`src/rtl/mem_arb_pkg.sv`:
```
// Shared types and constants for the unified instruction/data memory arbiter.
package mem_arb_pkg;

    typedef enum logic [1:0] {
        IDLE,
        ISSUE,
        WAIT,
        DONE
    } state_e;

    typedef enum logic {
        GNT_IF,
        GNT_D
    } gnt_src_e;

    localparam logic [2:0] MODE_WORD    = 3'b010;
    localparam int         LAT_CNT_W    = 3;
    localparam int         STARVE_CNT_W = 4;

endpackage

```
`src/rtl/mem_arb_prio.sv`:
```
// Combinational grant selection: data wins unless fetch has been starved
// for STARVE_MAX consecutive data grants.
module mem_arb_prio
    import mem_arb_pkg::*;
#(
    parameter int STARVE_MAX = 4
) (
    input  logic                    if_req,
    input  logic                    d_req,
    input  logic [STARVE_CNT_W-1:0] starve_cnt,
    output logic                    gnt_valid,
    output gnt_src_e                gnt_src
);

    logic starved;

    always_comb begin
        starved   = if_req && (starve_cnt == STARVE_CNT_W'(STARVE_MAX));
        gnt_valid = if_req | d_req;
        gnt_src   = GNT_IF;
        if (starved) begin
            gnt_src = GNT_IF;
        end else if (d_req) begin
            gnt_src = GNT_D;
        end
    end

endmodule

```
`src/rtl/unified_mem_arbiter.sv`:
```
// Sequences one access at a time from instruction fetch or load/store into a
// single-port memory: IDLE -> ISSUE -> WAIT (MEM_LAT cycles) -> DONE.
module unified_mem_arbiter
    import mem_arb_pkg::*;
#(
    parameter int ADDR_W     = 32,
    parameter int DATA_W     = 32,
    parameter int MEM_LAT    = 1,
    parameter int STARVE_MAX = 4
) (
    input  logic              clk,
    input  logic              rst,
    input  logic              if_req,
    input  logic [ADDR_W-1:0] if_addr,
    output logic [DATA_W-1:0] if_rdata,
    output logic              if_valid,
    output logic              if_stall,
    input  logic              d_req,
    input  logic              d_we,
    input  logic [2:0]        d_mode,
    input  logic [ADDR_W-1:0] d_addr,
    input  logic [DATA_W-1:0] d_wdata,
    output logic [DATA_W-1:0] d_rdata,
    output logic              d_valid,
    output logic              d_stall,
    output logic              mem_en,
    output logic              mem_we,
    output logic [2:0]        mem_mode,
    output logic [ADDR_W-1:0] mem_addr,
    output logic [DATA_W-1:0] mem_wdata,
    input  logic [DATA_W-1:0] mem_rdata
);

    state_e                  state_q, state_d;
    gnt_src_e                src_q, src_d;
    logic [LAT_CNT_W-1:0]    lat_q, lat_d;
    logic [STARVE_CNT_W-1:0] starve_q, starve_d;
    logic                    we_q, we_d;
    logic [2:0]              mode_q, mode_d;
    logic [ADDR_W-1:0]       addr_q, addr_d;
    logic [DATA_W-1:0]       wdata_q, wdata_d;
    logic [DATA_W-1:0]       if_rdata_q, if_rdata_d;
    logic [DATA_W-1:0]       d_rdata_q, d_rdata_d;

    logic                    gnt_valid;
    gnt_src_e                gnt_src;
    logic                    lat_done;

    mem_arb_prio #(
        .STARVE_MAX (STARVE_MAX)
    ) u_prio (
        .if_req     (if_req),
        .d_req      (d_req),
        .starve_cnt (starve_q),
        .gnt_valid  (gnt_valid),
        .gnt_src    (gnt_src)
    );

    assign lat_done = (lat_q == LAT_CNT_W'(MEM_LAT));

    always_ff @(posedge clk) begin
        if (rst) begin
            state_q    <= IDLE;
            src_q      <= GNT_IF;
            lat_q      <= '0;
            starve_q   <= '0;
            we_q       <= 1'b0;
            mode_q     <= '0;
            addr_q     <= '0;
            wdata_q    <= '0;
            if_rdata_q <= '0;
            d_rdata_q  <= '0;
        end else begin
            state_q    <= state_d;
            src_q      <= src_d;
            lat_q      <= lat_d;
            starve_q   <= starve_d;
            we_q       <= we_d;
            mode_q     <= mode_d;
            addr_q     <= addr_d;
            wdata_q    <= wdata_d;
            if_rdata_q <= if_rdata_d;
            d_rdata_q  <= d_rdata_d;
        end
    end

    always_comb begin
        state_d = state_q;
        case (state_q)
            IDLE:    if (gnt_valid) state_d = ISSUE;
            ISSUE:   state_d = WAIT;
            WAIT:    if (lat_done) state_d = DONE;
            DONE:    state_d = IDLE;
            default: state_d = IDLE;
        endcase
    end

    // Request fields are latched only at the grant edge; the memory side sees
    // registered values that hold until the next grant.
    always_comb begin
        src_d      = src_q;
        lat_d      = lat_q;
        starve_d   = starve_q;
        we_d       = we_q;
        mode_d     = mode_q;
        addr_d     = addr_q;
        wdata_d    = wdata_q;
        if_rdata_d = if_rdata_q;
        d_rdata_d  = d_rdata_q;

        case (state_q)
            IDLE: begin
                if (!if_req) begin
                    starve_d = '0;
                end else if (gnt_valid && gnt_src == GNT_IF) begin
                    starve_d = '0;
                end else if (gnt_valid && starve_q < STARVE_CNT_W'(STARVE_MAX)) begin
                    starve_d = starve_q + STARVE_CNT_W'(1);
                end
                if (gnt_valid) begin
                    src_d = gnt_src;
                    if (gnt_src == GNT_D) begin
                        we_d    = d_we;
                        mode_d  = d_mode;
                        addr_d  = d_addr;
                        wdata_d = d_wdata;
                    end else begin
                        we_d   = 1'b0;
                        mode_d = MODE_WORD;
                        addr_d = if_addr;
                    end
                end
            end
            // The issue cycle counts as latency cycle 0, so WAIT sees 1..MEM_LAT.
            ISSUE: lat_d = LAT_CNT_W'(1);
            WAIT: begin
                lat_d = lat_q + LAT_CNT_W'(1);
                if (lat_done && !we_q) begin
                    if (src_q == GNT_IF) begin
                        if_rdata_d = mem_rdata;
                    end else begin
                        d_rdata_d = mem_rdata;
                    end
                end
            end
            default: ;
        endcase
    end

    always_comb begin
        mem_en    = (state_q == ISSUE);
        mem_we    = mem_en & we_q;
        mem_mode  = mode_q;
        mem_addr  = addr_q;
        mem_wdata = wdata_q;
        if_valid  = (state_q == DONE) && (src_q == GNT_IF);
        d_valid   = (state_q == DONE) && (src_q == GNT_D);
        if_rdata  = if_rdata_q;
        d_rdata   = d_rdata_q;
        if_stall  = if_req & ~if_valid;
        d_stall   = d_req & ~d_valid;
    end

endmodule

```
`config.mk`:
```
export PLATFORM = sky130hd
export DESIGN_NAME = unified_mem_arbiter
export DESIGN_NICKNAME = d
export VERILOG_FILES = /design/src/rtl/mem_arb_pkg.sv /design/src/rtl/mem_arb_prio.sv /design/src/rtl/unified_mem_arbiter.sv
export SDC_FILE = /design/constraint.sdc
export NUM_CORES = 1
export LEC_CHECK = 0
export CAP_MARGIN = 20
export CORE_MARGIN = 2
export CORE_UTILIZATION = 44
export DETAILED_ROUTE_END_ITERATION = 12
export GPL_TIMING_DRIVEN = 0
export HOLD_SLACK_MARGIN = 0.03
export PLACE_DENSITY_LB_ADDON = 0.08
export RECOVER_POWER = 50
export SLEW_MARGIN = 20
export SYNTH_ARGS = -nofsm -noshare
export SYNTH_HDL_FRONTEND = slang
export SYNTH_SLANG_ARGS = --single-unit
```
`constraint.sdc`:
```
create_clock -name clk -period 4.37 [get_ports clk]
set_clock_uncertainty 0.05 [all_clocks]
set_input_delay 0.6555 -clock clk [delete_from_list [all_inputs] [get_ports clk]]
set_output_delay 0.6555 -clock clk [all_outputs]
set_load 0.1 [all_outputs]
```
---- Word level (Yosys, flattened, before mapping) ----
Index checks and enable logic that the tools add are counted.
storage, ports and cells
  flip-flop bits (word level) ............. 142
  input port bits ......................... 136
  output and inout port bits .............. 137
  word-level logic and storage cells ...... 56
operators by class
  add/subtract/negate cells ............... 2
  order comparisons ....................... 1
  equality and inequality tests ........... 8
  muxes and demuxes ....................... 12
  bitwise operators ....................... 8
  reduce and logical (&&, ||, !) cells .... 15
operators with widths
  cell                 number
  $mux 32              1
  $mux 4               3
  $reduce_and 3->1     3
  $pmux 2 s4           1
  $logic_and 1x1->1    6
  $pmux 3 s2           1
  $reduce_and 2->1     3
  $add 4x1->4 const B  1
  $eq 2x2->1 const B   2
  $eq 4x3->1 const B   1
  $lt 4x3->1 const B   1
  $mux 2               2
  $ne 2x2->1 const B   2
  $not 1->1            4
  $add 3x1->3 const B  1
  $and 1x1->1          3
  $eq 3x1->1 const B   1
  $mux 1               3
  $mux 3               1
  $ne 3x1->1 const B   1
  $eq 2x1->1 const B   1
  $logic_not 2->1      1
  $reduce_bool 2->1    1
  $logic_not 1->1      1
  $or 1x1->1           1

---- Depth between registers and ports, before layout ----
  depth after elaboration ................. 7
  depth in mapped cells ................... 9
  gate-level depth less buffers ........... 6

---- Modules after synthesis ----
From an unflattened synthesis, not the netlist that was laid out.
second synthesis, totals
  cells, all modules ...................... 650
  area total of the unflattened synthesis .. 5836.8 um^2
modules (own cells, without submodules)
  module               instances  cells each  area an instance (um^2)  seq. area each (um^2)
  unified_mem_arbiter  1          647         5814.3                   2842.7
  mem_arb_prio         1          3           22.5                     0.0

---- Worst setup path after synthesis ----
Ideal clock, no wire load.
  path type ............................... register to output
  start point ............................. register state_q[0]
  end point ............................... output if_stall
  arrival ................................. 2.864 ns
  data required time ...................... 3.664 ns
  slack ................................... 0.801 ns
  stages on the path, launching flop included .. 4
  path buffers ............................ 0
  path through ............................ dfxtp_1 -> ha_1 -> nor2b_1 -> nor2b_1
between the ends
  cells in the longest elaborated chain, start to end .. 4
ends and longest elaborated chain
  what                    RTL line                    text
  from (decl)             unified_mem_arbiter.sv:34   state_e state_q, state_d;
  from (signal assigned)  unified_mem_arbiter.sv:74   state_q <= state_d;
  $eq 2x2->1              unified_mem_arbiter.sv:156  if_valid = (state_q == DONE) && (src_q == GNT_IF);
  $logic_and 1x1->1       unified_mem_arbiter.sv:156
  via if_valid            unified_mem_arbiter.sv:16   output logic if_valid,
  $not 1->1               unified_mem_arbiter.sv:160  if_stall = if_req & ~if_valid;
  $and 1x1->1             unified_mem_arbiter.sv:160
  to (decl)               unified_mem_arbiter.sv:17   output logic if_stall,
The timed path passes the listed nets, and every way through them passes these cells.

---- Worst setup path after layout ----
  start point ............................. input if_req
  end point ............................... output if_stall
between the ends
  cells in the longest elaborated chain, start to end .. 1
ends and longest elaborated chain
  what         RTL line                    text
  from (decl)  unified_mem_arbiter.sv:13   input logic if_req,
  $and 1x1->1  unified_mem_arbiter.sv:160
No other way between the ends.

==> summary.txt <==
Route
  – DRC violations left: 0
  – Vias per cell: 4.97
  – Total number of vias: between 5,000 and 6,000
  – Antenna viol nets, final: 0
  – Routed len/inst: 15.0 microns
  – Number of DRC markers in iteration 0: about 350
  – Routed WL: about 17 mm
  – Drt first pass iters: 5

Critical path
  – CP cell instances: dlygate4sd3_1 > nor2b_1 > clkdlybuf4s50_1
  – R2R depth: 7
  – Critical path class: in2out
  – FF-to-FF setup slack: about 2.1 ns
  – Stages on the worst setup path: 3
  – Critical path buffers and inverters: 2
  – Max incr delay on CP: 1.14 ns
  – Type of origin of the critical path: input pin
  – CP Data Required Time: between 3 and 4 ns
  – Worst R2R Start: state_q[0]
  – CP delay by family, top: buffers and inverters
  – Crit path max fanout: 6
  – R2R Path End: mem_addr[30]
  – Crit end category: primary output
  – Critical path's slowest cell: clkdlybuf4s50_1
  – Worst Path Arrival: 2.61 ns

Finish
  – Area taken by multi-input logic gates: 2350 sq um
  – Layout cells sized above 1: around 6.3%
  – Filler cell count: ~950
  – # diodes: 0
  – Post-layout util: around three quarters
  – Finished Layout Cells: about 1,200
  – Area Growth Syn to Fin: 63.0%
  – Flip-flop and latch area: between 2000 and 3000 sq um
  – Final net count: ~1,100

STA
  – Period utilization: between 70 and 80%
  – Slew Limit Fails: 0
  – Final min period: 3.32 ns
  – Setup TNS: 0 ns
  – Hold Vio Cnt, Final: 0
  – Achievable Freq: 302 MHz
  – Final setup fails: 0
  – RSZ-0062 raised after global routing: false
  – Least-Margin Pin Slew: roughly 1.0 ns
  – Relative slew margins: 30.8%

Clock network
  – Clock Sinks: roughly 140
  – CTS tree: done
  – H-tree depth: 4
  – Later-pin clock latency in the skew report: around 0.41 ns
  – Number of CTS-inserted buffers: 17
  – Post_cts resized: 0
  – Root Buffer: clkbuf_16
  – CTS Buffer Depth: 2
  – # hold bufs at CTS: 0
  – Setup bufs post-CTS: 0
  – Reg clk slew, reported paths: around 0.060 ns

Synth
  – Synthesized area per cell: 8.04 sq um
  – Main combinational cell family by area after synthesis: simple AND/OR/NAND/NOR gates
  – Area share of the largest cell type after synthesis: about half
  – Compound-gate portion of the synthesized area: a little under a fifth
  – Cell area after synthesis: about 5500 sq um
  – Sequential cell area fraction in the yosys report: between 50 and 60%
  – FFs w/ async S/R, synth: 0%
  – Count leader, synth: nand2_1
  – Cell taking the most area after synthesis: dfxtp_1
  – Main synth FF type: dfxtp_1
  – Post-synthesis simple-gate area fraction: between 20% and 30%
  – Top cells by area, synth: dfxtp_1, nand2_1, a21oi_1
  – Post-synth top cells: nand2_1, dfxtp_1, a21oi_1, nor2_1, a211oi_1
  – Post-Synthesis Cells: 689
  – Yosys warning count: 0
  – Synth Register Bits: between 100 and 150
  – Synth Area in XOR/XNOR: 0%
  – Mux share of post-synthesis cell area: less than 1%
  – Adder-cell area share of the yosys netlist: around 2.0%
  – Netlist cell types: 32
  – Syn nets: 834
  – Post-synth EDFFs: 0

Floorplanning
  – Die W: approximately 120 microns
  – IO Count: 273
  – CORE AREA: 12,200 sq um
  – Die area: 13,500 sq um
  – Row count: 40
  – Die height: 116 microns
  – Starting Density: a little under half

Place
  – GPL Wtd Cong: around 0.83
  – Placed Cells: approximately 1,100
  – Port buffer count: 270
  – DP Wirelength: 13.2 mm

Power
  – Peak VDD IR: roughly 0.00054 V
  – Pleak: around 0.0033 uW
  – Cell Pwr Density: between 600 and 700 nW/um^2

Min path
  – Worst Hold Depth: 2
  – Hold endpoint: if_rdata[16]
  – Hold WC Path Type: reg2reg
  – Hold Crit Start: if_rdata[16]

GRT
  – Initial antenna violation count: 0
  – GRT overflow: 0
  – Pin count of the biggest net entering global routing: 17
  – Total global-route track usage: about a quarter
  – Vias in the first global route: 5,637
  – First-pass GRT wire length: approximately 27 mm

Outcome
  – Status: complete, no violations

Run
  – Max_cap viols: 0
## stage by stage
| step | instance area, sq um | hold slack, ns | worst slack, ns | power (uW) |
|---|---|---|---|---|
| 3_3_place_gp | 8460 | 0.392 | 1.10 | 4410 |
| 2_1_floorplan | 5540 | 0.390 | 0.801 | 3740 |
| 6_report | 9030 | 0.404 | 1.05 | 5950 |
| 5_1_grt | 9030 | 0.419 | 0.967 | 6180 |
| 3_5_place_dp | 8460 | 0.396 | 1.09 | 4450 |
| 4_1_cts | 9090 | 0.404 | 1.09 | 5980 |
## state kept, by name, indices dropped and copies added (netlist names)
register / flops
mem_addr: 32
we_q: 1
src_q: 1
d_rdata: 32
starve_q: 4
state_q: 2
if_rdata: 32
mem_mode: 3
lat_q: 3
mem_wdata: 32
## cells in the final DEF, fill, tap and decap left out, types with 9 or more instances in the layout
cell | netlist | layout
a211oi_1 | 33 | 33
nor2_1 | 38 | 38
buf_2 | 22 | 11
clkdlybuf4s50_1 | 0 | 269
nand2_1 | 234 | 234
a21oi_1 | 119 | 125
dfxtp_1 | 142 | 142
a21oi_2 | 16 | 10
ha_1 | 9 | 9
clkbuf_1 | 21 | 35
clkbuf_16 | 0 | 17
## power by group
group | total [uW] | switching [uW] | internal, uW
Combinational | 2780 | 2100 | 682
Clock | 1520 | 550 | 973
Sequential | 1650 | 129 | 1520
## worst max path at each step
| stage | endpoint | from | slack [ns] |
|---|---|---|---|
| finish | if_stall | if_req | 1.05 |
| global route | if_stall | if_req | 0.97 |
| CTS | if_stall | if_req | 1.09 |
| detailed placement | if_stall | if_req | 1.09 |
| global placement | if_stall | if_req | 1.10 |
| floorplan | if_stall | state_q[0] | 0.80 |
## metal layers
layer	vias to the layer above	track usage (%)	share of wire (%)
met5	-	0	0
met4	0	7.14	1.6
met3	19	9.29	8.8
met2	227	44.1	50
met1	2671	29.2	40
li1	2847	-	-
## layout make-up
type,count,share of cell area [%]
sequential,142,31.5
timing repair buffer,270,29.9
multi-input combinational,486,26.0
clock buffer,19,4.90
buffer,53,3.02
tap,168,2.33
clock inverter,13,2.08
inverter,8,0.332
## worst reg2reg max path, stage by stage (launching register included)
cell	delay, ns
dfxtp_1	0.38
inv_1	0.10
ha_1	0.21
clkbuf_1	0.17
o21ai_0	0.42
clkbuf_1	0.50
a21oi_1	0.11
a211oi_1	0.24
## kinds of logic after synthesis
kind of cell	after synthesis
multiplexers	2
AO/OA/AOI/OAI	177
flip-flops	142
AND/OR/NAND/NOR	298
adder cells (fa/ha/maj)	9
buffers and inverters	61
No activity file was read; power rests on OpenSTA's default activity.
